==> config.mk <==
export PLATFORM = sky130hd
export DESIGN_NAME = mem_port_arbiter_flat
export DESIGN_NICKNAME = d
export VERILOG_FILES = /design/src/rtl/conv_mem_pkg.sv /design/src/rtl/mem_port_arbiter_if.sv /design/src/rtl/rr_arbiter3.sv /design/src/rtl/mem_port_arbiter.sv /design/src/flat_wrapper.sv
export SDC_FILE = /design/constraint.sdc
export NUM_CORES = 1
export LEC_CHECK = 0
export BUFFER_PORTS_ARGS = -buffer_cell sky130_fd_sc_hd__buf_2
export CAP_MARGIN = 20
export CORE_MARGIN = 2
export CORE_UTILIZATION = 45
export DETAILED_ROUTE_END_ITERATION = 8
export HOLD_SLACK_MARGIN = 0.08
export PLACE_DENSITY = 0.76
export SYNTH_ARGS = -nofsm -noshare
export SYNTH_HDL_FRONTEND = slang
export SYNTH_SLANG_ARGS = --single-unit
==> constraint.sdc <==
create_clock -name clk -period 2.77 [get_ports clk]
set_input_delay 0.1385 -clock clk [delete_from_list [all_inputs] [get_ports clk]]
set_output_delay 0.1385 -clock clk [all_outputs]
set_load 0.005 [all_outputs]
==> src/rtl/conv_mem_pkg.sv <==
// Shared types and constants for the convolution engine's data-memory port arbiter.
package conv_mem_pkg;

    localparam int DEF_ADDR_W = 16;

    localparam int REQ_PIX = 0;
    localparam int REQ_KER = 1;
    localparam int REQ_WR  = 2;
    localparam int NUM_REQ = 3;

    typedef enum logic {
        ST_IDLE,
        ST_WBURST
    } arbState_e;

    // Next requester index in the fixed rotation R0 -> R1 -> W -> R0.
    function automatic logic [1:0] rrNext(input logic [1:0] idx);
        return (idx == 2'd2) ? 2'd0 : idx + 2'd1;
    endfunction

endpackage

==> src/rtl/mem_port_arbiter_if.sv <==
// Requester and memory-side signals of the shared data-memory port.
interface mem_port_arbiter_if
    import conv_mem_pkg::*;
#(
    parameter int ADDR_W = DEF_ADDR_W
);

    logic [1:0]        RdReq;
    logic [ADDR_W-1:0] RdAddr0;
    logic [ADDR_W-1:0] RdAddr1;
    logic [1:0]        RdGnt;
    logic [1:0]        RdValid;
    logic [7:0]        RdData;

    logic              WrReq;
    logic [ADDR_W-1:0] WrAddr;
    logic [31:0]       WrData;
    logic              WrGnt;
    logic              WrDone;

    logic [ADDR_W-1:0] MemAddr;
    logic              MemWe;
    logic [7:0]        MemWData;
    logic [7:0]        MemRData;

    modport master (
        output RdReq, RdAddr0, RdAddr1, WrReq, WrAddr, WrData, MemRData,
        input  RdGnt, RdValid, RdData, WrGnt, WrDone, MemAddr, MemWe, MemWData
    );

    modport slave (
        input  RdReq, RdAddr0, RdAddr1, WrReq, WrAddr, WrData, MemRData,
        output RdGnt, RdValid, RdData, WrGnt, WrDone, MemAddr, MemWe, MemWData
    );

endinterface

==> src/rtl/rr_arbiter3.sv <==
// Three-way round-robin arbiter; the last granted requester drops to lowest priority.
module rr_arbiter3
    import conv_mem_pkg::*;
(
    input  logic               clk,
    input  logic               Reset,
    input  logic               en,
    input  logic [NUM_REQ-1:0] req,
    output logic [NUM_REQ-1:0] gnt
);

    logic [1:0] lastIdx;
    logic [1:0] winIdx;
    logic       winValid;

    always_comb begin
        logic [1:0] cand;
        cand     = lastIdx;
        winIdx   = lastIdx;
        winValid = 1'b0;
        for (int unsigned i = 0; i < NUM_REQ; i++) begin
            cand = rrNext(cand);
            if (!winValid && req[cand]) begin
                winValid = 1'b1;
                winIdx   = cand;
            end
        end
        gnt = '0;
        if (en && winValid) begin
            gnt[winIdx] = 1'b1;
        end
    end

    // Pointer starts on W so that R0 is first in line after reset.
    always_ff @(posedge clk) begin
        if (Reset) begin
            lastIdx <= 2'(REQ_WR);
        end else if (en && winValid) begin
            lastIdx <= winIdx;
        end
    end

endmodule

==> src/rtl/mem_port_arbiter.sv <==
// Serialises two byte-read requesters and one 32-bit word writer onto a single-port
// synchronous byte memory; a granted word is written as a 4-byte little-endian burst.
module mem_port_arbiter
    import conv_mem_pkg::*;
#(
    parameter int ADDR_W = DEF_ADDR_W
)(
    input  logic              clk,
    input  logic              Reset,
    mem_port_arbiter_if.slave bus
);

    arbState_e          state;
    arbState_e          stateNext;
    logic [1:0]         byteCnt;
    logic [1:0]         byteCntNext;
    logic [ADDR_W-1:0]  wrAddrQ;
    logic [31:0]        wrDataQ;
    logic [1:0]         rdValidQ;
    logic               wrDoneQ;
    logic               wrDoneNext;
    logic               wrLoad;
    logic               arbEn;
    logic [NUM_REQ-1:0] reqVec;
    logic [NUM_REQ-1:0] gnt;

    assign reqVec = {bus.WrReq, bus.RdReq};
    assign arbEn  = (state == ST_IDLE) && !Reset;

    rr_arbiter3 u_arb (
        .clk   (clk),
        .Reset (Reset),
        .en    (arbEn),
        .req   (reqVec),
        .gnt   (gnt)
    );

    always_ff @(posedge clk) begin
        if (Reset) begin
            state    <= ST_IDLE;
            byteCnt  <= '0;
            wrAddrQ  <= '0;
            wrDataQ  <= '0;
            rdValidQ <= '0;
            wrDoneQ  <= 1'b0;
        end else begin
            state    <= stateNext;
            byteCnt  <= byteCntNext;
            rdValidQ <= gnt[REQ_KER:REQ_PIX];
            wrDoneQ  <= wrDoneNext;
            if (wrLoad) begin
                wrAddrQ <= bus.WrAddr;
                wrDataQ <= bus.WrData;
            end
        end
    end

    always_comb begin
        stateNext    = state;
        byteCntNext  = byteCnt;
        wrLoad       = 1'b0;
        wrDoneNext   = 1'b0;
        bus.RdGnt    = gnt[REQ_KER:REQ_PIX];
        bus.WrGnt    = gnt[REQ_WR];
        bus.MemAddr  = '0;
        bus.MemWe    = 1'b0;
        bus.MemWData = '0;
        unique case (state)
            ST_IDLE: begin
                if (gnt[REQ_PIX]) begin
                    bus.MemAddr = bus.RdAddr0;
                end else if (gnt[REQ_KER]) begin
                    bus.MemAddr = bus.RdAddr1;
                end else if (gnt[REQ_WR]) begin
                    wrLoad      = 1'b1;
                    byteCntNext = '0;
                    stateNext   = ST_WBURST;
                end
            end
            ST_WBURST: begin
                // Address wraps naturally at the ADDR_W boundary.
                bus.MemWe    = 1'b1;
                bus.MemAddr  = wrAddrQ + ADDR_W'(byteCnt);
                bus.MemWData = wrDataQ[{byteCnt, 3'b000} +: 8];
                byteCntNext  = byteCnt + 2'd1;
                if (byteCnt == 2'd3) begin
                    stateNext  = ST_IDLE;
                    wrDoneNext = 1'b1;
                end
            end
            default: begin
                stateNext = ST_IDLE;
            end
        endcase
    end

    // Memory has one cycle of read latency, so read data passes straight through.
    assign bus.RdValid = rdValidQ;
    assign bus.RdData  = (|rdValidQ) ? bus.MemRData : '0;
    assign bus.WrDone  = wrDoneQ;

endmodule
==> src/flat_wrapper.sv <==
// flat-port wrapper written by rule: the top's interface ports become plain ports
module mem_port_arbiter_flat import conv_mem_pkg::*;
#(
    parameter int ADDR_W = DEF_ADDR_W
)
  (clk, Reset, bus_RdReq, bus_RdAddr0, bus_RdAddr1, bus_WrReq, bus_WrAddr, bus_WrData, bus_MemRData, bus_RdGnt, bus_RdValid, bus_RdData, bus_WrGnt, bus_WrDone, bus_MemAddr, bus_MemWe, bus_MemWData);
  mem_port_arbiter_if #(.ADDR_W(ADDR_W)) bus_i ();
  input  logic clk;
  input  logic Reset;
  input wire logic [$bits(bus_i.RdReq)-1:0] bus_RdReq;
  input wire logic [$bits(bus_i.RdAddr0)-1:0] bus_RdAddr0;
  input wire logic [$bits(bus_i.RdAddr1)-1:0] bus_RdAddr1;
  input wire logic [$bits(bus_i.WrReq)-1:0] bus_WrReq;
  input wire logic [$bits(bus_i.WrAddr)-1:0] bus_WrAddr;
  input wire logic [$bits(bus_i.WrData)-1:0] bus_WrData;
  input wire logic [$bits(bus_i.MemRData)-1:0] bus_MemRData;
  output wire logic [$bits(bus_i.RdGnt)-1:0] bus_RdGnt;
  output wire logic [$bits(bus_i.RdValid)-1:0] bus_RdValid;
  output wire logic [$bits(bus_i.RdData)-1:0] bus_RdData;
  output wire logic [$bits(bus_i.WrGnt)-1:0] bus_WrGnt;
  output wire logic [$bits(bus_i.WrDone)-1:0] bus_WrDone;
  output wire logic [$bits(bus_i.MemAddr)-1:0] bus_MemAddr;
  output wire logic [$bits(bus_i.MemWe)-1:0] bus_MemWe;
  output wire logic [$bits(bus_i.MemWData)-1:0] bus_MemWData;
  assign bus_i.RdReq = bus_RdReq;
  assign bus_i.RdAddr0 = bus_RdAddr0;
  assign bus_i.RdAddr1 = bus_RdAddr1;
  assign bus_i.WrReq = bus_WrReq;
  assign bus_i.WrAddr = bus_WrAddr;
  assign bus_i.WrData = bus_WrData;
  assign bus_i.MemRData = bus_MemRData;
  assign bus_RdGnt = bus_i.RdGnt;
  assign bus_RdValid = bus_i.RdValid;
  assign bus_RdData = bus_i.RdData;
  assign bus_WrGnt = bus_i.WrGnt;
  assign bus_WrDone = bus_i.WrDone;
  assign bus_MemAddr = bus_i.MemAddr;
  assign bus_MemWe = bus_i.MemWe;
  assign bus_MemWData = bus_i.MemWData;
  mem_port_arbiter #(.ADDR_W(ADDR_W)) u_core (.clk(clk), .Reset(Reset), .bus(bus_i));
endmodule
After elaboration in Yosys (flattened, before gate mapping)
Cells that the tools add are included.

Bits in registers: 56. Bits in latches: 0. RAM bits: 0. Bits in read-only memories: 0. Logic and storage cells: 72. Memories: 0.

Add/subtract/negate cells: 5. Multipliers: 0. Divide/modulo/power cells: 0. Magnitude comparators: 5. Eq/ne operators: 7. Shift-type cells: 1. Mux-type cells: 35. Bitwise logic cells: 1. Reductions and logical operators: 11.

Operators with widths (number): 2-to-1 mux 16 bit (2); one-hot mux 16 bit (2 select lines) (1); variable part select 32 x 6 -> 8 bit (1); 2-to-1 mux 2 bit (9); adder 16 x 2 -> 16 bit (1); 2-to-1 mux 8 bit (2); 2-to-1 mux 1 bit (14); less-than comparator 2 x 3 -> 1 bit, second input constant (4); adder 2 x 1 -> 2 bit, second input constant (4); == test 2 bit, second input constant (4); binary-select mux 1 bit (select 2 bit) (3); logical AND 1 bit (5); != test 2 bit, second input constant (2); one-hot mux 2 bit (2 select lines) (1); OR reduction 2 bit (2); logical NOT 1 bit (3); 2-to-1 mux 3 bit (1); AND reduction 3 bit (1); demux 1 bit (select 2 bit) (1); greater-or-equal comparator 2 x 1 -> 1 bit, second input constant (1); != test 2 x 1 -> 1 bit, second input constant (1); one-hot mux 1 bit (2 select lines) (1); inverter 1 bit (1).

Logic depth before layout (Yosys ltp)
Gate-level depths: netlist (run 1).

Word-level depth: 20. Gate-level depth with buffers: 9. Mapped depth without buffers: 8.

By module
A second synthesis (run 1) with hierarchy kept.

Cell total of the unflattened synthesis: 373. Area total of the unflattened synthesis: 2915.3 µm².

By module, submodules not included: mem_port_arbiter (times used 1, cells an instance 352, area an instance 2753.9 µm²); rr_arbiter3 (times used 1, cells an instance 21, area an instance 161.4 µm²).

Worst setup path after synthesis (run 1)
OpenSTA, ideal clock, no wires.

Path kind: reg-to-output. Start point: reg u_core.byteCnt[1]. End point: out bus_MemAddr[14]. Arrival: 2179 ps. Path slack: 452 ps. Stages on the path, launching flop included: 9. Path buffers: 1. Cells stage by stage: dfxtp_1 > clkbuf_1 > inv_1 > fa_1 > nand3b_1 > nor3_1 > nand3_1 > xor2_1 > o22ai_1.

Word-level cells in the longest chain between the ends: 2.

Ends and longest elaborated chain: from (decl) (RTL line mem_port_arbiter.sv:15) `logic [1:0] byteCnt;`; from (signal assigned) (RTL line mem_port_arbiter.sv:48) `byteCnt <= byteCntNext;`; adder 16 x 2 -> 16 bit (RTL line mem_port_arbiter.sv:83) `bus.MemAddr = wrAddrQ + ADDR_W'(byteCnt);`; one-hot mux 16 bit (2 select lines) (RTL line mem_port_arbiter.sv:68) `unique case (state)`; to (decl) (RTL line flat_wrapper.sv:22) `output wire logic [$bits(bus_i.MemAddr)-1:0] bus_MemAddr;`.

Every way passes these cells.

Final worst setup path (run 1)
Start point: reg u_core.byteCnt[0]. End point: out bus_MemAddr[14].

The elaborated chain is that of the path after synthesis.

==> impl_metrics.env, run 1 <==
export IMPL_grt_pass1_wl_um=12990
export IMPL_crit_type="reg2out"
export IMPL_path_buf_inv=2
export IMPL_rsz0062_at_grt="no"
export IMPL_pwr_share_clk_pct=25.8
export IMPL_ys_types=39
export IMPL_clkSinkCount=56
export IMPL_worst_slew_pin_slew_ns=0.5431
export IMPL_cts_max_level=2
export IMPL_routed_via_density=5.099
export IMPL_avgSynthCellArea_um2=8.112
export IMPL_synth_seq_area_share_pct=37.97
export IMPL_grt_max_degree=55
export IMPL_synth_area_leader_cell="dfxtp_1"
export IMPL_die_x_um=85.01
export IMPL_die_h_um=85.01
export IMPL_cts_root_buf="clkbuf_8"
export IMPL_holdWs_ns=0.07866
export IMPL_max_slew_margin_pct=63.79
export IMPL_max_cap_violations=0
export IMPL_core_mm2=0.006350
export IMPL_synthAdderAreaFrac_pct=1.949
export IMPL_placedCellCount=552
export IMPL_num_vias=3029
export IMPL_crit_chain="ha_1 > inv_1 > fa_1 > nand3b_1 > nor3_2 > nand3_1 > xor2_1 > o22ai_1 > buf_2"
export IMPL_synth_top_flop_cell="dfxtp_1"
export IMPL_antenna_found_initial=0
export IMPL_postPlaceCellArea_mm2=0.003605
export IMPL_wl_per_cell_um=13.22
export IMPL_synthTopCellsByCount="104 x nand2_1, 56 x dfxtp_1, 53 x a21oi_1"
export IMPL_portBuffers=131
export IMPL_combPwrFrac_pct=21.1
export IMPL_diodes=0
export IMPL_fmax_mhz=390.5
export IMPL_totalPowerFinal_w=0.001609
export IMPL_leakagePower_nw=1.731
export IMPL_critPathLaunchType="register"
export IMPL_report_final_slew_viol_count=0
export IMPL_grt_ovfl_total=0
export IMPL_pwr_share_seq_pct=53.1
export IMPL_hp_class="in2reg"
export IMPL_synth_compound_area_share_pct=13.98
export IMPL_critical_path_max_fanout=4
export IMPL_firstDrtPassIters=4
export IMPL_clk_latency_ns=0.30
export IMPL_row_count=29
export IMPL_fin_tns_setup_ns=0
export IMPL_drc_errors=0
export IMPL_final_nets=614
export IMPL_p_sw_share_pct=26.11
export IMPL_drt_initial_drc_count=118
export IMPL_synth_nets=461
export IMPL_power_density_mw_per_mm2=398.5
export IMPL_area_growth_pct=36.74
export IMPL_cts_tree="done"
export IMPL_setup_viol=0
export IMPL_grt_usage_pct=21.97
export IMPL_synth_cells=364
export IMPL_worstSetupEndpointType="output port"
export IMPL_async_flop_share_pct=0
export IMPL_ys_ff_latch=56
export IMPL_fin_crit_sh_pct=92.45
export IMPL_peakVddDrop_mv=0.2292
export IMPL_synth_top_area_share_pct=37.97
export IMPL_cts_made_buffers=5
export IMPL_hpwl_um=5445
export IMPL_synthMuxAreaShare_pct=12.20
export IMPL_slowest_stage="fa_1"
export IMPL_worstPathArrival_ns=2.42
export IMPL_switching_power_w=0.0004201
export IMPL_synth_top_family_by_area="simple AND/OR/NAND/NOR gates"
export IMPL_ioPinCount=132
export IMPL_clk_transition_reported_paths_ns=0.09
export IMPL_gp_congestion=0.7911
export IMPL_status="finished clean"
export IMPL_critPathRequiredTime_ns=2.63
export IMPL_dieArea_mm2=0.007226
export IMPL_period_minus_slack_ns=2.561
export IMPL_hold_viol=0
export IMPL_cts_buffer_depth=2
export IMPL_ant_nets=0
export IMPL_ys_top_cells_by_area="dfxtp_1 38%, nand2_1 13%, a21oi_1 9.0%"
export IMPL_grt_pass1_vias=2924
export IMPL_yosys_warnings=0
export IMPL_crit_family="simple AND/OR/NAND/NOR gates"
export IMPL_yosys_area_share_simple_pct=23.60
export IMPL_fin_cells=594
export IMPL_start_util_pct=46.50
export IMPL_final_area_mm2=0.004038
export IMPL_crit_path_max_incr_delay_ns=0.39
export IMPL_drive_above_1_share_pct=30.56
export IMPL_fin_skew_ns=0.003092
export IMPL_synth_xor_area_share_pct=4.153
export IMPL_internal_power_w=0.001189
export IMPL_totalWireLength_um=7850
export IMPL_yosysMostFrequentCell="nand2_1"
export IMPL_synth_edf_count=0
export IMPL_synthesis_area_mm2=0.002953
-- through the flow --
step                      setup WS, ns  util, %
after global placement          0.4995    56.77
after floorplan                 0.4522        -
final                           0.2092    63.59
after detailed placement        0.4276    56.77
after global routing          0.005675    63.59
after CTS                      0.07735    63.19
-- layout make-up --
type                            count  area (µm²)
Timing Repair Buffer              173        1059
Sequential cell                    56        1121
Clock buffer                        6       72.57
Inverter                            6       27.53
Fill cell                         554        2312
Multi-Input combinational cell    275        1657
Clock inverter                      1       5.005
Tap cell                           77       96.34
-- power groups by stage --
stage               logic (W)  registers (W)  clock network [W]
floorplan            0.000182       0.000865                  0
global placement     0.000298       0.000871                  0
detailed placement   0.000302       0.000873                  0
CTS                  0.000338       0.000854           0.000427
global route         0.000376       0.000859           0.000462
finish               0.000339       0.000854           0.000416
-- routing by layer --
metal  GRT usage, %  share of wire, %
met1          25.21                40
met2          41.62                52
met3          5.253               7.6
met4          3.752              0.69
met5              0                 0
-- tightest hold or removal path: stages --
cell and delay (ns):
buf_2 0.11, nand2_1 0.05, a21oi_1 0.05
-- path summary, 6_finish.rpt --
| kind | start | end | slack (ns) | cells after the start |
|---|---|---|---|---|
| max | u_core.byteCnt[0]$_SDFFE_PP0P_ | bus_MemAddr[14] | 0.21 | 9 |
| min | bus_WrAddr[3] | u_core.wrAddrQ[3]$_SDFFE_PP0P_ | 0.08 | 3 |
| max reg2reg | u_core.state$_SDFF_PP0_ | u_core.byteCnt[1]$_SDFFE_PP0P_ | 0.97 | 6 |
| min reg2reg | u_core.wrDataQ[19]$_SDFFE_PP0P_ | u_core.wrDataQ[19]$_SDFFE_PP0P_ | 0.46 | 2 |
-- timing repair --
action | CTS | global route
endpoints found under the hold margin | 33 | 2
endpoints found under the setup margin | 0 | 2
hold buffers | 33 | 2
gates resized for setup | 0 | 1
setup buffers | 0 | 0
-- cell families after synthesis --
kind of cell,after synthesis
simple gates,156
buf+inv,33
mux,26
flops,56
compound gates,75
xor+xnor,14
fa+ha+maj,4
-- registers in the layout, summed over array words and instances, names as in the netlist --
register / flops
u_core.bus.RdValid: 2
u_core.state: 1
u_core.wrAddrQ: 16
u_core.wrDataQ: 32
u_core.byteCnt: 2
u_core.u_arb.lastIdx: 2
u_core.bus.WrDone: 1
-- layout by cell type, fill, tap and decap left out, drive strengths merged, types with 3 or more instances in the layout --
| cell type | synthesis | final |
|---|---|---|
| buf | 15 | 138 |
| nand2 | 104 | 104 |
| dfxtp | 56 | 56 |
| a21oi | 53 | 53 |
| dlygate4sd3 | 0 | 35 |
| mux2i | 18 | 18 |
| o22ai | 14 | 14 |
| nor2 | 11 | 11 |
| nor2b | 10 | 10 |
| and2 | 10 | 10 |
| xor2 | 8 | 8 |
| mux4 | 8 | 8 |
| xnor2 | 6 | 6 |
| clkbuf | 12 | 6 |
| nand3 | 5 | 5 |
| inv | 4 | 4 |
| nand4 | 3 | 3 |
| ha | 3 | 3 |
| clkinv | 2 | 3 |
Power figures use the tool's default switching activity.
==> inputs of run 2 (changes only) <==
--- a/config.mk
+++ b/config.mk
@@ -14,4 +14,5 @@
 export PLACE_DENSITY = 0.76
 export SYNTH_ARGS = -nofsm -noshare
 export SYNTH_HDL_FRONTEND = slang
+export SYNTH_HIERARCHICAL = 1
 export SYNTH_SLANG_ARGS = --single-unit
==> run 2 against run 1 <==
Synthesized cell count grew 2.5%. Register-to-register slack lost 0.55 ns. Via count grew 4.6%. Total power is essentially flat. Maximum frequency grew 2.7%. Synthesized area shrank 1.3%. Clock skew grew 0.0011 ns. Worst hold slack gained 0.0093 ns. First-iteration DRC count grew 66%. Critical path depth shrank 1. Sequential cell count is the same. Setup slack gained 0.067 ns. Critical path type unchanged. Highest routed layer unchanged.
==> impl_metrics.env, run 2 <==
export IMPL_gp_congestion=0.8252
export IMPL_avgSynthCellArea_um2=7.816
export IMPL_antenna_found_initial=0
export IMPL_dieArea_mm2=0.007139
export IMPL_synth_top_flop_cell="dfxtp_1"
export IMPL_critPathLaunchType="register"
export IMPL_start_util_pct=46.18
export IMPL_critPathRequiredTime_ns=2.63
export IMPL_synth_top_area_share_pct=38.45
export IMPL_max_cap_violations=0
export IMPL_crit_type="reg2out"
export IMPL_holdWs_ns=0.08791
export IMPL_yosysMostFrequentCell="nand2_1"
export IMPL_drive_above_1_share_pct=29.94
export IMPL_totalPowerFinal_w=0.001608
export IMPL_grt_ovfl_total=0
export IMPL_yosys_warnings=6
export IMPL_clk_latency_ns=0.30
export IMPL_firstDrtPassIters=4
export IMPL_area_growth_pct=40.94
export IMPL_clk_transition_reported_paths_ns=0.09
export IMPL_status="finished clean"
export IMPL_mostFrequentLayoutCells="131 x buf_2, 105 x nand2_1, 65 x a21oi_1"
export IMPL_hold_viol=0
export IMPL_portBuffers=131
export IMPL_hp_class="in2reg"
export IMPL_routed_via_density=5.212
export IMPL_diodes=0
export IMPL_fin_skew_ns=0.004175
export IMPL_fin_tns_setup_ns=0
export IMPL_worstSetupEndpointType="output port"
export IMPL_fin_crit_sh_pct=90.01
export IMPL_synthAdderAreaFrac_pct=1.974
export IMPL_hpwl_um=5626
export IMPL_drt_initial_drc_count=196
export IMPL_reg_top3="u_core/wrDataQ (32), u_core/wrAddrQ (16)"
export IMPL_clkSinkCount=56
export IMPL_critical_path_max_fanout=4
export IMPL_synth_xor_area_share_pct=3.605
export IMPL_max_slew_margin_pct=57.75
export IMPL_peakVddDrop_mv=0.2919
export IMPL_row_count=29
export IMPL_ys_types=40
export IMPL_synth_compound_area_share_pct=19.01
export IMPL_top_register="u_core/wrDataQ"
export IMPL_final_common_cell="buf_2"
export IMPL_slowest_stage="fa_1"
export IMPL_num_vias=3169
export IMPL_fmax_mhz=401.1
export IMPL_core_mm2=0.006314
export IMPL_synth_seq_area_share_pct=38.45
export IMPL_finish_utilization_pct=65.08
export IMPL_cts_tree="done"
export IMPL_grt_max_degree=57
export IMPL_synth_top_family_by_area="simple AND/OR/NAND/NOR gates"
export IMPL_rsz0062_at_grt="no"
export IMPL_cts_root_buf="clkbuf_8"
export IMPL_ys_ff_latch=56
export IMPL_synth_nets=470
export IMPL_synth_edf_count=0
export IMPL_wl_per_cell_um=13.62
export IMPL_ant_nets=0
export IMPL_report_final_slew_viol_count=0
export IMPL_yosys_area_share_simple_pct=25.58
export IMPL_crit_chain="ha_1 > inv_1 > fa_1 > nand3b_1 > nor4_1 > xnor2_1 > a21oi_1 > buf_2"
export IMPL_async_flop_share_pct=0
export IMPL_worstPathArrival_ns=2.35
export IMPL_ys_top_cells_by_area="dfxtp_1 38%, nand2_1 14%, a21oi_1 11%"
export IMPL_totalWireLength_um=8279
export IMPL_die_h_um=84.49
export IMPL_largest_reg_flops=32
export IMPL_crit_path_max_incr_delay_ns=0.42
export IMPL_final_nets=627
export IMPL_leakagePower_nw=1.693
export IMPL_period_minus_slack_ns=2.493
export IMPL_synthTopCellsByCount="105 x nand2_1, 65 x a21oi_1, 56 x dfxtp_1"
export IMPL_fillerInstances=569
export IMPL_synthMuxAreaShare_pct=6.867
export IMPL_worst_slew_pin_slew_ns=0.6324
export IMPL_synth_cells=373
export IMPL_synthesis_area_mm2=0.002915
export IMPL_grt_usage_pct=22.35
export IMPL_cts_max_level=2
export IMPL_drc_errors=0
export IMPL_grt_pass1_vias=2971
export IMPL_ioPinCount=132
export IMPL_cts_buffer_depth=2
export IMPL_cts_made_buffers=5
export IMPL_synth_area_leader_cell="dfxtp_1"
export IMPL_grt_pass1_wl_um=13190
export IMPL_power_density_mw_per_mm2=391.2
export IMPL_setup_viol=0
export IMPL_die_x_um=84.49
[run 2: cell types whose count changed in the layout (fill, tap and decap cells not counted), sizes merged, moves of 3 or more]
cell	change
a21oi	+13
a221oi	+14
clkinv	-3
dlygate4sd3	+3
inv	+3
mux2i	-16
nor3	+4
nor4	+3
o21ai	+3
o22ai	-14
xnor2	+4
xor2	-6
[run 2: critical path, delay by kind of cell (launching register included)]
kind            cells  cell delay [ns]
fa+ha+maj           2             0.59
buf+inv             2             0.20
simple gates        2             0.60
flops               1             0.36
xor+xnor            1             0.20
compound gates      1             0.10
[run 2: where the power goes]
part           internal (W)  total [W]  switching, W
clock network      0.000205   0.000446      0.000242
registers          0.000829   0.000849     0.0000199
logic              0.000168   0.000313      0.000144
[run 2: cells by family (layout without fill, tap and decap cells)]
group,after synthesis,in the layout
AND/OR/NAND/NOR,164,164
adder cells (fa/ha/maj),4,4
XOR/XNOR,12,12
buffers and inverters,34,192
AO/OA/AOI/OAI,93,93
multiplexers,10,10
flip-flops,56,56
[run 2: path summary, 6_finish.rpt]
check                                                     from                               to  slack, ns  cells past startpoint
worst max-delay path            u_core/wrAddrQ[0]$_SDFFE_PP0P_                  bus_MemAddr[12]       0.28                      8
worst min-delay path                             bus_WrData[3]   u_core/wrDataQ[3]$_SDFFE_PP0P_       0.09                      3
worst max register to register         u_core/state$_SDFF_PP0_  u_core/wrDataQ[23]$_SDFFE_PP0P_       0.42                      8
worst min register to register  u_core/wrDataQ[7]$_SDFFE_PP0P_   u_core/wrDataQ[7]$_SDFFE_PP0P_       0.46                      2
[run 2: area by class of cell]
class	count	area, µm²	area share [%]
inverter	7	26.28	0.6395
multi-input combinational	283	1678	40.83
timing repair buffer	177	1096	26.67
tap	77	96.34	2.345
sequential	56	1122	27.31
clock buffer	8	90.09	2.192
[run 2: metal layers]
layer  part of all wire, %  global-route usage, %  vias up
met4                  0.91                  5.483        0
met1                    42                  28.07     1452
li1                      -                      -     1602
met3                   7.1                  4.031        7
met5                     0                      0        -
met2                    50                  39.66      108
[run 2: metrics by stage]
step	worst slack, ns	cell area [µm²]	cells
2_1_floorplan	0.2475	2915	373
3_3_place_gp	0.4267	3633	562
3_5_place_dp	0.3259	3633	562
4_1_cts	0.2645	4074	605
5_1_grt	0.1089	4109	608
6_report	0.2767	4109	608
[run 2: repair_timing]
action / in CTS / in global routing
endpoints found under the setup margin: 0 / 48
hold buffers: 35 / 3
gates resized for setup: 0 / 1
hold endpoints to repair: 35 / 3
buffers inserted: 0 / 0
==> inputs of run 3 (changes only) <==
--- a/config.mk
+++ b/config.mk
@@ -5,13 +5,14 @@
 export SDC_FILE = /design/constraint.sdc
 export NUM_CORES = 1
 export LEC_CHECK = 0
+export ABC_AREA = 1
 export BUFFER_PORTS_ARGS = -buffer_cell sky130_fd_sc_hd__buf_2
 export CAP_MARGIN = 20
 export CORE_MARGIN = 2
 export CORE_UTILIZATION = 45
 export DETAILED_ROUTE_END_ITERATION = 8
 export HOLD_SLACK_MARGIN = 0.08
-export PLACE_DENSITY = 0.76
+export PLACE_DENSITY = 0.74
 export SYNTH_ARGS = -nofsm -noshare
 export SYNTH_HDL_FRONTEND = slang
 export SYNTH_HIERARCHICAL = 1
==> run 3 against run 2 <==
Non-clock buffer count shrank 34. Highest routed layer is now met5. Clock skew increased by 0.00052 ns. Largest power group unchanged. Critical path depth increased by 7. Cell count increased by 20%. Die area grew 13%.
==> impl_metrics.env, run 3 <==
export IMPL_status="finished clean"
export IMPL_fin_tns_setup_ns=0
export IMPL_synth_top_family_by_area="compound AO/OA/AOI/OAI gates"
export IMPL_worst_slew_pin_slew_ns=0.6557
export IMPL_synth_seq_area_share_pct=33.90
export IMPL_final_nets=729
export IMPL_routed_via_density=4.984
export IMPL_ctsHoldBuffers=0
export IMPL_wl_per_cell_um=12.64
export IMPL_postPlaceCellArea_mm2=0.003968
export IMPL_grt_pass1_wl_um=15100
export IMPL_mostFrequentLayoutCells="131 x buf_2, 93 x nand2_1, 84 x a21oi_1"
export IMPL_worstPathArrival_ns=2.49
export IMPL_leakagePower_nw=1.940
export IMPL_ys_top_cells_by_area="dfxtp_1 34%, a21oi_1 13%, o21ai_0 11%"
export IMPL_grt_busiest_layer="met2"
export IMPL_portBuffers=131
export IMPL_clkSinkCount=56
export IMPL_reg_top3="u_core/wrDataQ (32), u_core/wrAddrQ (16)"
export IMPL_core_mm2=0.007176
export IMPL_yosys_area_share_simple_pct=23.53
export IMPL_use_met3_pct=5.616
export IMPL_row_count=31
export IMPL_fin_crit_sh_pct=94.74
export IMPL_area_growth_pct=26.56
export IMPL_cts_max_level=2
export IMPL_ys_types=31
export IMPL_max_slew_margin_pct=56.23
export IMPL_diodes=0
export IMPL_synth_xor_area_share_pct=0.5297
export IMPL_drive_above_1_share_pct=28.59
export IMPL_start_util_pct=46.09
export IMPL_setup_worst_path_start="u_core/u_arb/lastIdx[0]$_SDFFE_PP0P_"
export IMPL_die_x_um=89.73
export IMPL_rr_startpoint="u_core/u_arb/lastIdx[0]$_SDFFE_PP0P_"
export IMPL_cts_made_buffers=5
export IMPL_gp_congestion=0.8268
export IMPL_cts_buffer_depth=2
export IMPL_synth_compound_area_share_pct=26.22
export IMPL_grt_met2_usage_pct=37.88
export IMPL_die_h_um=89.73
export IMPL_switching_power_w=0.0008808
export IMPL_endpoint="bus_MemAddr[4]"
export IMPL_ioPinCount=132
export IMPL_grt_usage_pct=22.17
export IMPL_clk_latency_ns=0.30
export IMPL_hold_viol=0
export IMPL_power_density_mw_per_mm2=587.5
export IMPL_synthTopCellsByCount="93 x nand2_1, 85 x a21oi_1, 75 x o21ai_0"
export IMPL_peakVddDrop_mv=0.3320
export IMPL_async_flop_share_pct=0
export IMPL_reg2reg_to="u_core/wrDataQ[13]$_SDFFE_PP0P_"
export IMPL_slowest_stage="dfxtp_2"
export IMPL_clk_transition_reported_paths_ns=0.10
export IMPL_crit_chain="nor2_4 > nand2_1 > nand3_2 > nand2_2 > nor2_2 > inv_1 > nand2_2 > nand3_2 > nor2_4 > clkinvlp_4 > buf_4 > nand3_1 > a21oi_1 > a21o_1 > buf_2"
export IMPL_p_sw_share_pct=35.82
export IMPL_num_vias=3648
export IMPL_period_minus_slack_ns=2.624
export IMPL_internal_power_w=0.001578
export IMPL_final_common_cell="buf_2"
export IMPL_synthAdderAreaFrac_pct=1.740
export IMPL_synthesis_area_mm2=0.003307
export IMPL_grt_use_met1_pct=28.15
export IMPL_avgSynthCellArea_um2=6.471
export IMPL_top_register="u_core/wrDataQ"
export IMPL_grt_pass1_vias=3334
export IMPL_drc_errors=0
export IMPL_crit_path_max_incr_delay_ns=0.37
export IMPL_crit_type="reg2out"
export IMPL_synth_edf_count=0
export IMPL_ff2ff_setup_slack_ns=0.45
export IMPL_synth_area_leader_cell="dfxtp_1"
export IMPL_rr_worst_depth=14
export IMPL_final_area_mm2=0.004185
export IMPL_cts_tree="done"
export IMPL_setup_viol=0
export IMPL_pwr_share_seq_pct=41.4
export IMPL_ys_ff_latch=56
export IMPL_cts_root_buf="clkbuf_8"
export IMPL_critPathRequiredTime_ns=2.63
export IMPL_hp_class="in2reg"
export IMPL_synth_top_area_share_pct=33.90
export IMPL_yosysMostFrequentCell="nand2_1"
export IMPL_fmax_mhz=381.1
export IMPL_synth_top_flop_cell="dfxtp_1"
export IMPL_totalWireLength_um=9249
export IMPL_combPwrFrac_pct=37.0
export IMPL_synth_cells=511
export IMPL_synthMuxAreaShare_pct=0
export IMPL_max_cap_violations=0
export IMPL_rsz0062_at_grt="no"
export IMPL_worstSetupEndpointType="output port"
export IMPL_grt_max_degree=97
export IMPL_antenna_found_initial=1
export IMPL_critPathLaunchType="register"
export IMPL_dieArea_mm2=0.008051
export IMPL_largest_reg_flops=32
export IMPL_drt_initial_drc_count=164
export IMPL_fin_skew_ns=0.004698
export IMPL_pwr_share_clk_pct=21.6
export IMPL_synth_nets=608
export IMPL_critical_path_max_fanout=6
export IMPL_yosys_warnings=6
export IMPL_ant_nets=0
export IMPL_report_final_slew_viol_count=0
export IMPL_hpwl_um=6790
export IMPL_grt_ovfl_total=0
export IMPL_firstDrtPassIters=4
[run 3: critical path: cells and delay by family, from the launching register on]
kind | cells | cell delay (ns)
AND/OR/NAND/NOR | 9 | 1.09
buffers and inverters | 4 | 0.48
flip-flops | 1 | 0.37
AO/OA/AOI/OAI | 2 | 0.23
[run 3: how the worst min path moves through the flow]
stage               depth (start not counted)  slack (ns)                              end           start
finish                                      3        0.11   u_core/wrAddrQ[0]$_SDFFE_PP0P_   bus_WrAddr[0]
global route                                3        0.11   u_core/wrDataQ[3]$_SDFFE_PP0P_   bus_WrData[3]
CTS                                         3        0.10  u_core/wrDataQ[19]$_SDFFE_PP0P_  bus_WrData[19]
detailed placement                          3        0.43  u_core/wrDataQ[19]$_SDFFE_PP0P_  bus_WrData[19]
global placement                            3        0.41   u_core/wrDataQ[2]$_SDFFE_PP0P_   bus_WrData[2]
floorplan                                   1        0.21   u_core/byteCnt[1]$_SDFFE_PP0P_           Reset
[run 3: final cells by class]
class / instances / area (µm²)
Sequential cell: 56 / 1126
Fill cell: 689 / 2990
Tap cell: 99 / 123.9
Multi-Input combinational cell: 349 / 1742
Timing Repair Buffer: 143 / 789.5
Clock buffer: 5 / 68.82
Clock inverter: 3 / 42.54
Inverter: 77 / 292.8
[run 3: what timing repair did]
item,in CTS,in global routing
gates cloned,0,1
pin swaps,0,1
endpoints found under the hold margin,0,0
resized for setup,1,11
buffers inserted,0,5
setup endpoints to repair,2,12
[run 3: power by group through the flow]
stage	combinational (W)	sequential [W]	clock, W
2_1_floorplan	0.000593	0.00101	0
3_3_place_gp	0.000811	0.00103	0
3_5_place_dp	0.000833	0.00104	0
4_1_cts	0.000837	0.00102	0.000544
5_1_grt	0.00103	0.00104	0.000582
6_report	0.000910	0.00102	0.000531
[run 3: metal layers]
layer,up-vias,wire length [µm]
met4,2,125
met1,1598,3880
met5,-,13
li1,1890,-
met2,144,4521
met3,14,708
[run 3: cells by family after synthesis]
family          count (synthesis)
simple gates                  173
compound gates                170
buf+inv                       106
flops                          56
fa+ha+maj                       4
xor+xnor                        2
[run 3: metrics by stage]
step                      util [%]  hold slack, ns  cells  setup slack [ns]  total power, W
final                        58.33          0.1061    732            0.1458        0.002459
after global routing         58.33          0.1065    732          0.004527        0.002647
after CTS                    56.86          0.1014    726           0.05811        0.002398
after detailed placement     55.29          0.4258    718            0.2865        0.001868
after global placement       55.29          0.4149    718            0.4809        0.001841
after floorplan                  -          0.2076    511            0.7866        0.001607
